===== config.mk =====
export PLATFORM = sky130hd
export DESIGN_NAME = ascii_uart_tx
export DESIGN_NICKNAME = d
export VERILOG_FILES = /design/src/rtl/ascii_uart_tx.sv
export SDC_FILE = /design/constraint.sdc
export NUM_CORES = 1
export LEC_CHECK = 0
export CORE_UTILIZATION = 40
export DETAILED_ROUTE_END_ITERATION = 7
export PLACE_DENSITY_LB_ADDON = 0.12
export SYNTH_ARGS = -nofsm -noshare
export SYNTH_HDL_FRONTEND = slang
export SYNTH_SLANG_ARGS = --single-unit

===== constraint.sdc =====
create_clock -name clk -period 2.5 [get_ports clk]
set_input_delay 0.375 -clock clk [delete_from_list [all_inputs] [get_ports clk]]
set_output_delay 0.375 -clock clk [all_outputs]
set_load 0.1 [all_outputs]

===== src/rtl/ascii_uart_tx.sv =====
`default_nettype none
// ============================================================================
//  Module      : ascii_uart_tx
//  Description : Buffers ASCII characters from the inference engine in a
//                small FIFO and serialises them as 8N1 UART frames. When
//                generation ends, it sends CR LF after everything already
//                queued, then pulses line_done.
//  Revision    : 1.0 - initial release
// ============================================================================
module ascii_uart_tx #(
    parameter int CLKS_PER_BIT = 868,
    parameter int DEPTH        = 16
) (
    input  logic        clk,
    input  logic        reset_n,
    input  logic [7:0]  char_data,
    input  logic        char_valid,
    output logic        char_ready,
    input  logic        gen_complete,
    output logic        uart_txd,
    output logic        busy,
    output logic [11:0] sent_count,
    output logic        line_done
);

    localparam int             c_aw        = $clog2(DEPTH);
    localparam logic [15:0]    c_baud_last = 16'(CLKS_PER_BIT - 1);
    localparam logic [7:0]     c_cr        = 8'h0D;
    localparam logic [7:0]     c_lf        = 8'h0A;
    localparam logic [c_aw:0]  c_ptr_one   = (c_aw + 1)'(1);

    typedef enum logic [1:0] {
        S_IDLE  = 2'd0,
        S_START = 2'd1,
        S_DATA  = 2'd2,
        S_STOP  = 2'd3
    } state_t;

    state_t        r_state, w_next_state;

    logic [7:0]    r_mem [DEPTH];
    logic [c_aw:0] r_wr_ptr, r_rd_ptr;
    logic          w_full, w_empty, w_push, w_pop;

    logic          r_ready_en;
    logic          r_eol_pending, r_eol_idx;
    logic          r_is_fifo, r_is_lf;
    logic [15:0]   r_baud;
    logic [2:0]    r_bit;
    logic [7:0]    r_shift;
    logic          r_txd, r_line_done;
    logic [11:0]   r_sent_count;

    logic          w_bit_end, w_load, w_load_fifo, w_load_lf, w_frame_end, w_txd;
    logic [7:0]    w_load_val;

    // Pointers carry one extra wrap bit so full and empty are distinguishable.
    assign w_empty    = (r_wr_ptr == r_rd_ptr);
    assign w_full     = (r_wr_ptr[c_aw] != r_rd_ptr[c_aw]) &&
                        (r_wr_ptr[c_aw-1:0] == r_rd_ptr[c_aw-1:0]);
    // r_ready_en keeps char_ready low while reset is asserted.
    assign char_ready = r_ready_en && !w_full && !r_eol_pending;
    assign w_push     = char_valid && char_ready;
    assign w_bit_end  = (r_baud == c_baud_last);

    assign uart_txd   = r_txd;
    assign busy       = !w_empty || (r_state != S_IDLE) || r_eol_pending;
    assign sent_count = r_sent_count;
    assign line_done  = r_line_done;

    // FIFO storage; contents need no reset since the pointers define validity.
    always_ff @(posedge clk) begin
        if (w_push) begin
            r_mem[r_wr_ptr[c_aw-1:0]] <= char_data;
        end
    end

    // FIFO pointers, ready gate and end-of-line request flag.
    always_ff @(posedge clk or negedge reset_n) begin
        if (!reset_n) begin
            r_wr_ptr      <= '0;
            r_rd_ptr      <= '0;
            r_ready_en    <= 1'b0;
            r_eol_pending <= 1'b0;
        end else begin
            r_ready_en <= 1'b1;
            if (w_push) r_wr_ptr <= r_wr_ptr + c_ptr_one;
            if (w_pop)  r_rd_ptr <= r_rd_ptr + c_ptr_one;
            if (w_frame_end && r_is_lf) begin
                r_eol_pending <= 1'b0;
            end else if (gen_complete) begin
                r_eol_pending <= 1'b1;
            end
        end
    end

    // FSM state register.
    always_ff @(posedge clk or negedge reset_n) begin
        if (!reset_n) r_state <= S_IDLE;
        else          r_state <= w_next_state;
    end

    // Next-state, frame-load decisions and the line level for each state.
    always_comb begin
        w_next_state = r_state;
        w_pop        = 1'b0;
        w_load       = 1'b0;
        w_load_fifo  = 1'b0;
        w_load_lf    = 1'b0;
        w_load_val   = c_cr;
        w_frame_end  = 1'b0;
        w_txd        = 1'b1;
        case (r_state)
            S_IDLE: begin
                // Queued characters always go before the CR LF terminator.
                if (!w_empty) begin
                    w_pop        = 1'b1;
                    w_load       = 1'b1;
                    w_load_fifo  = 1'b1;
                    w_load_val   = r_mem[r_rd_ptr[c_aw-1:0]];
                    w_next_state = S_START;
                end else if (r_eol_pending) begin
                    w_load       = 1'b1;
                    w_load_lf    = r_eol_idx;
                    w_load_val   = r_eol_idx ? c_lf : c_cr;
                    w_next_state = S_START;
                end
            end
            S_START: begin
                w_txd = 1'b0;
                if (w_bit_end) w_next_state = S_DATA;
            end
            S_DATA: begin
                w_txd = r_shift[0];
                if (w_bit_end && (r_bit == 3'd7)) w_next_state = S_STOP;
            end
            S_STOP: begin
                w_txd = 1'b1;
                if (w_bit_end) begin
                    w_frame_end  = 1'b1;
                    w_next_state = S_IDLE;
                end
            end
            default: w_next_state = S_IDLE;
        endcase
    end

    // Baud/bit timing, shift register, registered TX line and frame accounting.
    always_ff @(posedge clk or negedge reset_n) begin
        if (!reset_n) begin
            r_baud       <= '0;
            r_bit        <= '0;
            r_shift      <= '0;
            r_is_fifo    <= 1'b0;
            r_is_lf      <= 1'b0;
            r_eol_idx    <= 1'b0;
            r_txd        <= 1'b1;
            r_line_done  <= 1'b0;
            r_sent_count <= '0;
        end else begin
            r_txd       <= w_txd;
            r_line_done <= 1'b0;
            if (w_load) begin
                r_shift   <= w_load_val;
                r_is_fifo <= w_load_fifo;
                r_is_lf   <= w_load_lf;
                r_baud    <= '0;
                r_bit     <= '0;
                if (!w_load_fifo && !r_eol_idx) r_eol_idx <= 1'b1;
            end else if (r_state != S_IDLE) begin
                if (w_bit_end) begin
                    r_baud <= '0;
                    if (r_state == S_DATA) begin
                        r_shift <= {1'b0, r_shift[7:1]};
                        r_bit   <= r_bit + 3'd1;
                    end
                end else begin
                    r_baud <= r_baud + 16'd1;
                end
            end
            if (w_frame_end) begin
                // Only payload characters count; the terminator does not.
                if (r_is_fifo && (r_sent_count != 12'hFFF)) begin
                    r_sent_count <= r_sent_count + 12'd1;
                end
                if (r_is_lf) begin
                    r_line_done <= 1'b1;
                    r_eol_idx   <= 1'b0;
                end
            end
        end
    end

endmodule
`default_nettype wire

* Yosys cells after proc, flatten, opt, wreduce, memory -nomap -nowiden *
Memories as Yosys holds them, arrays and structs flattened.
Index checks and enable logic that the tools add are counted.

storage, ports and cells
  register bits = 58
  bits in writable memories = 128
  input port bits = 12
  output and inout port bits = 16
  memories kept = 1

memories
  memory  depth  bits a word  rd ports  clocked after memory_dff  write ports  line  text
  r_mem   16     8            1         0                         1            41    logic [7:0] r_mem [DEPTH];

operators by class
  add/subtract/negate cells = 5
  equal/unequal tests = 13
  muxes and demuxes = 42
  reduce and logical (&&, ||, !) cells = 24

operator list
  operator                                                count
  2-to-1 mux 16 bit                                       3
  2-to-1 mux 8 bit                                        6
  2-to-1 mux 1 bit                                        20
  2-to-1 mux 3 bit                                        6
  adder 16 x 1 -> 16 bit (second input constant)          1
  equality test 16 x 10 -> 1 bit (second input constant)  1
  adder 12 x 1 -> 12 bit (second input constant)          1
  inequality test 12 bit (second input constant)          1
  adder 5 x 1 -> 5 bit (second input constant)            2
  2-to-1 mux 2 bit                                        5
  nonzero test 2 bit                                      5
  logical AND 1 bit                                       8
  case mux 2 bit (4 select lines)                         1
  inequality test 2 bit (second input constant)           3
  equality test 5 bit                                     1
  logical NOT 1 bit                                       5
  equality test 2 bit (second input constant)             2
  equality test 4 bit                                     1
  AND reduction 4 bit                                     1
  adder 3 x 1 -> 3 bit (second input constant)            1
  equality test 3 bit (second input constant)             1
  inequality test 3 bit (second input constant)           1
  AND reduction 3 bit                                     1
  equality test 2 x 1 -> 1 bit (second input constant)    1
  other kinds (5)                                         6

* Logic depth before layout (Yosys ltp) *
  depth after elaboration = 9
  depth in mapped cells = 8
  depth with buffers taken out = 6

* Worst setup path after synthesis *
OpenSTA, ideal clock, no wires.

  path kind = register to output
  start point = reg r_rd_ptr[1]
  end point = out char_ready
  data arrival time = 2.339 ns
  setup slack = -0.214 ns
  stages on the path, launching flop included = 5
  path buffers = 1
  cell sequence = dfrtp_1 > buf_2 > xnor2_1 > and4_1 > a21oi_1

between the ends
  cells in the longest elaborated chain, start to end = 5

ends and longest elaborated chain
  element                         line  text
  start, declared                 42    logic [c_aw:0] r_wr_ptr, r_rd_ptr;
  start signal, assigned          88    if (w_pop) r_rd_ptr <= r_rd_ptr + c_ptr_one;
  equality test 4 bit             60    (r_wr_ptr[c_aw-1:0] == r_rd_ptr[c_aw-1:0]);
  logical AND 1 bit               59    assign w_full = (r_wr_ptr[c_aw] != r_rd_ptr[c_aw]) &&
  logical NOT 1 bit               62    assign char_ready = r_ready_en && !w_full && !r_eol_pending;
  logical AND 1 bit (2 in a row)  62
  end, declared                   18    output logic char_ready,

Every way passes these cells.

* Worst setup path in the final report *
  start point = reg r_wr_ptr[1]
  end point = out busy

between the ends
  cells in the longest elaborated chain, start to end = 4

ends and longest elaborated chain
  element                        line  text
  start, declared                42
  start signal, assigned         87    if (w_push) r_wr_ptr <= r_wr_ptr + c_ptr_one;
  equality test 5 bit            58    assign w_empty = (r_wr_ptr == r_rd_ptr);
  logical NOT 1 bit              --
  logical OR 1 bit (2 in a row)  67    assign busy = !w_empty || (r_state != S_IDLE) || r_eol_pending;
  end, declared                  21    output logic busy,

Every way passes these cells.

==> results.sh <==
export IMPL_place_gp_congestion=0.789
export IMPL_wl_met3_um=441
export IMPL_status="complete, no violations"
export IMPL_power_leakage_uw=0.00350
export IMPL_cap_violations=0
export IMPL_synth_edf_count=128
export IMPL_power_density_mw_per_mm2=948
export IMPL_core_area_mm2=0.0196
export IMPL_syn_area_mm2=0.00802
export IMPL_grt_ovfl_total=0
export IMPL_end_kind="output port"
export IMPL_syn_to_final_growth_pct=16.3
export IMPL_clock_root_buffer="clkbuf_16"
export IMPL_synthArstFlopShare_pct=31.2
export IMPL_holdCritPathClass="input port to asynchronous set/reset pin"
export IMPL_syn_inst=521
export IMPL_drcViolationCount=0
export IMPL_crit_fanout=5
export IMPL_skew_ps=11.0
export IMPL_antenna_found_initial=0
export IMPL_drt_iter0_markers=258
export IMPL_tritoncts="built"
export IMPL_fmax_mhz=432
export IMPL_placed_cells=813
export IMPL_drive_above_1_share_pct=20.1
export IMPL_crit_slowest_cell="dfrtp_1"
export IMPL_rows=51
export IMPL_drt_wl_total_um=16100
export IMPL_vdd_ir_drop_worst_mv=0.587
export IMPL_arrival_ps=1940
export IMPL_fin_nets=595
export IMPL_maxSlewViolCount=0
export IMPL_timing_final_crit_share_pct=92.5
export IMPL_period_needed_ps=2310
export IMPL_syn_area_per_cell_um2=15.4
export IMPL_initial_core_util_pct=41.0
export IMPL_die_x_um=144
export IMPL_r2r_start="r_rd_ptr[0]"
export IMPL_io_buffers=27
export IMPL_wl_met1_um=7500
export IMPL_grt_setup_unrepaired="false"
export IMPL_required_ps=2120
export IMPL_setup_tns_ps=0
export IMPL_dp_hpwl_um=11000
export IMPL_htreeDepth=4
export IMPL_grt_pass1_wl_um=25600
export IMPL_clk_latency_ps=430
export IMPL_setup_worst_path_start_class="flip-flop"
export IMPL_cts_made_buffers=17
export IMPL_synth_seq_area_share_pct=66.0
export IMPL_worstMarginPinSlew_ps=732
export IMPL_viasPerCell=5.32
export IMPL_clkTransAtPathRegs_ps=80
export IMPL_drt_first_pass_iters=4
export IMPL_ant_nets=0
export IMPL_yosysWarnings=0
export IMPL_crit_path_start="r_wr_ptr[1]"
export IMPL_utilization_pct=47.6
export IMPL_diodes=0
export IMPL_synth_nets=547
export IMPL_grtUsageTotal_pct=17.0
export IMPL_max_stage_delay_ps=440
export IMPL_grt_pass1_vias=4377
export IMPL_ys_types=57
export IMPL_clock_sinks=186
export IMPL_timing_final_hold_violations=0
export IMPL_totalPowerFinal_uw=8850
export IMPL_slew_headroom_pct=50.7
export IMPL_grt_max_degree=59
export IMPL_synth_seq_cells=186
export IMPL_instances_no_fill=847
export IMPL_crit_type="flip-flop to output port"
export IMPL_crit_chain="xnor2_1, nand4_2, nor4b_4, inv_1, buf_12"
export IMPL_wl_met2_um=8020
export IMPL_routedWlPerCell_um=19.0
export IMPL_routed_top_layer="met4"
export IMPL_die_y_um=144
export IMPL_vias=4504
export IMPL_synth_ff_type="edfxtp_1"
export IMPL_clock_path_buffers=2
export IMPL_die_area_mm2=0.0206
export IMPL_ios=28
export IMPL_setup_viol_count_final=0
==> state kept, by name (all words and copies together), names as in the netlist <==
signal	cells
r_rd_ptr	5
r_bit	3
r_wr_ptr	5
r_mem	128
r_state	2
r_baud	16
r_eol_pending	1
r_shift	8
line_done	1
r_eol_idx	1
r_ready_en	1
sent_count	12
r_is_fifo	1
uart_txd	1
r_is_lf	1
==> repair_timing <==
item,in CTS,in global routing
hold endpoints to repair,57,0
setup buffers,0,1
resized for setup,0,3
endpoints found under the setup margin,0,27
hold buffers,1,0
==> logic make-up (layout without fill, tap and decap cells) <==
family          Yosys count  count (layout)  synth area share, %
compound gates           66              66                 5.68
fa+ha+maj                14              14                 2.18
xor+xnor                 26              26                 2.84
buf+inv                  41             102                 2.73
simple gates            149             149                 9.93
other cells               1               1               0.0467
mux                      38              38                 10.6
flops                   186             186                 66.0
==> power by group <==
| group | switching [µW] | internal (µW) |
|---|---|---|
| registers | 179 | 3500 |
| logic | 1280 | 1110 |
| clock network | 1320 | 1450 |
| total | 2780 | 6060 |
==> layout by cell type, fill, tap and decap left out, types with 13 or more instances in the layout <==
| cell type | synthesis | layout |
|---|---|---|
| and3_1 | 16 | 16 |
| buf_4 | 3 | 42 |
| clkbuf_16 | 0 | 17 |
| dfrtp_1 | 57 | 56 |
| edfxtp_1 | 128 | 128 |
| ha_1 | 14 | 13 |
| mux4_2 | 24 | 24 |
| nand2_1 | 37 | 37 |
| nand3_1 | 18 | 18 |
| nor2_1 | 17 | 17 |
| nor3_1 | 19 | 19 |
| o21ai_0 | 22 | 22 |
| xnor2_1 | 14 | 13 |
==> through the flow <==
step | hold WS, ps | setup WS, ps | area [µm²]
after global routing | 494 | 24.2 | 9330
after floorplan | 79.4 | 98.4 | 8030
after detailed placement | 407 | 96.9 | 8680
after global placement | 409 | 74.9 | 8680
final | 472 | 187 | 9330
after CTS | 477 | 31.7 | 9300
==> critical path: cells and delay by family (launching register included) <==
| family | cells | cell delay, ps |
|---|---|---|
| buffers and inverters | 2 | 330 |
| XOR/XNOR | 1 | 210 |
| flip-flops | 1 | 440 |
| AND/OR/NAND/NOR | 2 | 520 |
==> per-layer routing <==
layer | global-route usage (%) | vias up
met5 | 0 | -
met4 | 4.87 | 0
met3 | 3.43 | 11
met2 | 27.7 | 80
met1 | 23.1 | 2302
li1 | - | 2111
==> final timing paths <==
kind	slack, ps	to	cells after the start
min in group clk	480	r_is_lf	2
worst min-delay path	470	r_baud[5]	3
worst max-delay path	190	busy	5
max in group asynchronous	1700	uart_txd	3
worst max register to register	230	r_shift[7]	4
worst min register to register	480	r_is_lf	2
==> cell usage after synthesis (all sizes together), types with 2 or more instances <==
cell     instances  area (µm²)
mux4            34         803
nor2b            5        31.3
edfxtp         128        3840
nor4b            3        41.3
xnor2           14         123
o21ai           22         110
nand2           37         139
nand3           18        90.1
nor4             5        31.3
nor3            19        95.1
nand4           11        75.1
a22o             2        17.5
nand2b           3        18.8
and4             5        45.0
a21oi            8        40.0
a22oi           12        90.1
ha              14         175
a32o             2        20.0
xor2            12         105
a2bb2oi          4        35.0
and3            16         100
inv             12        45.0
buf             19         134
and2             5        31.3
or3              2        12.5
mux2             4        45.0
o31ai            2        20.0
o211a            2        20.0
a21o             2        15.0
a31oi            2        12.5
nor2            17        63.8
clkbuf          10        40.0
dfrtp           57        1430
==> final cells by class <==
class	count	area [µm²]
fillers	1712	10300
flip-flops and latches	186	5300
repair buffers	58	510
inverters	12	45.0
clock buffers	17	425
multi-input cells	294	2530
clock inverters	15	185
well taps	265	332
No activity file was read; power rests on OpenSTA's default activity.
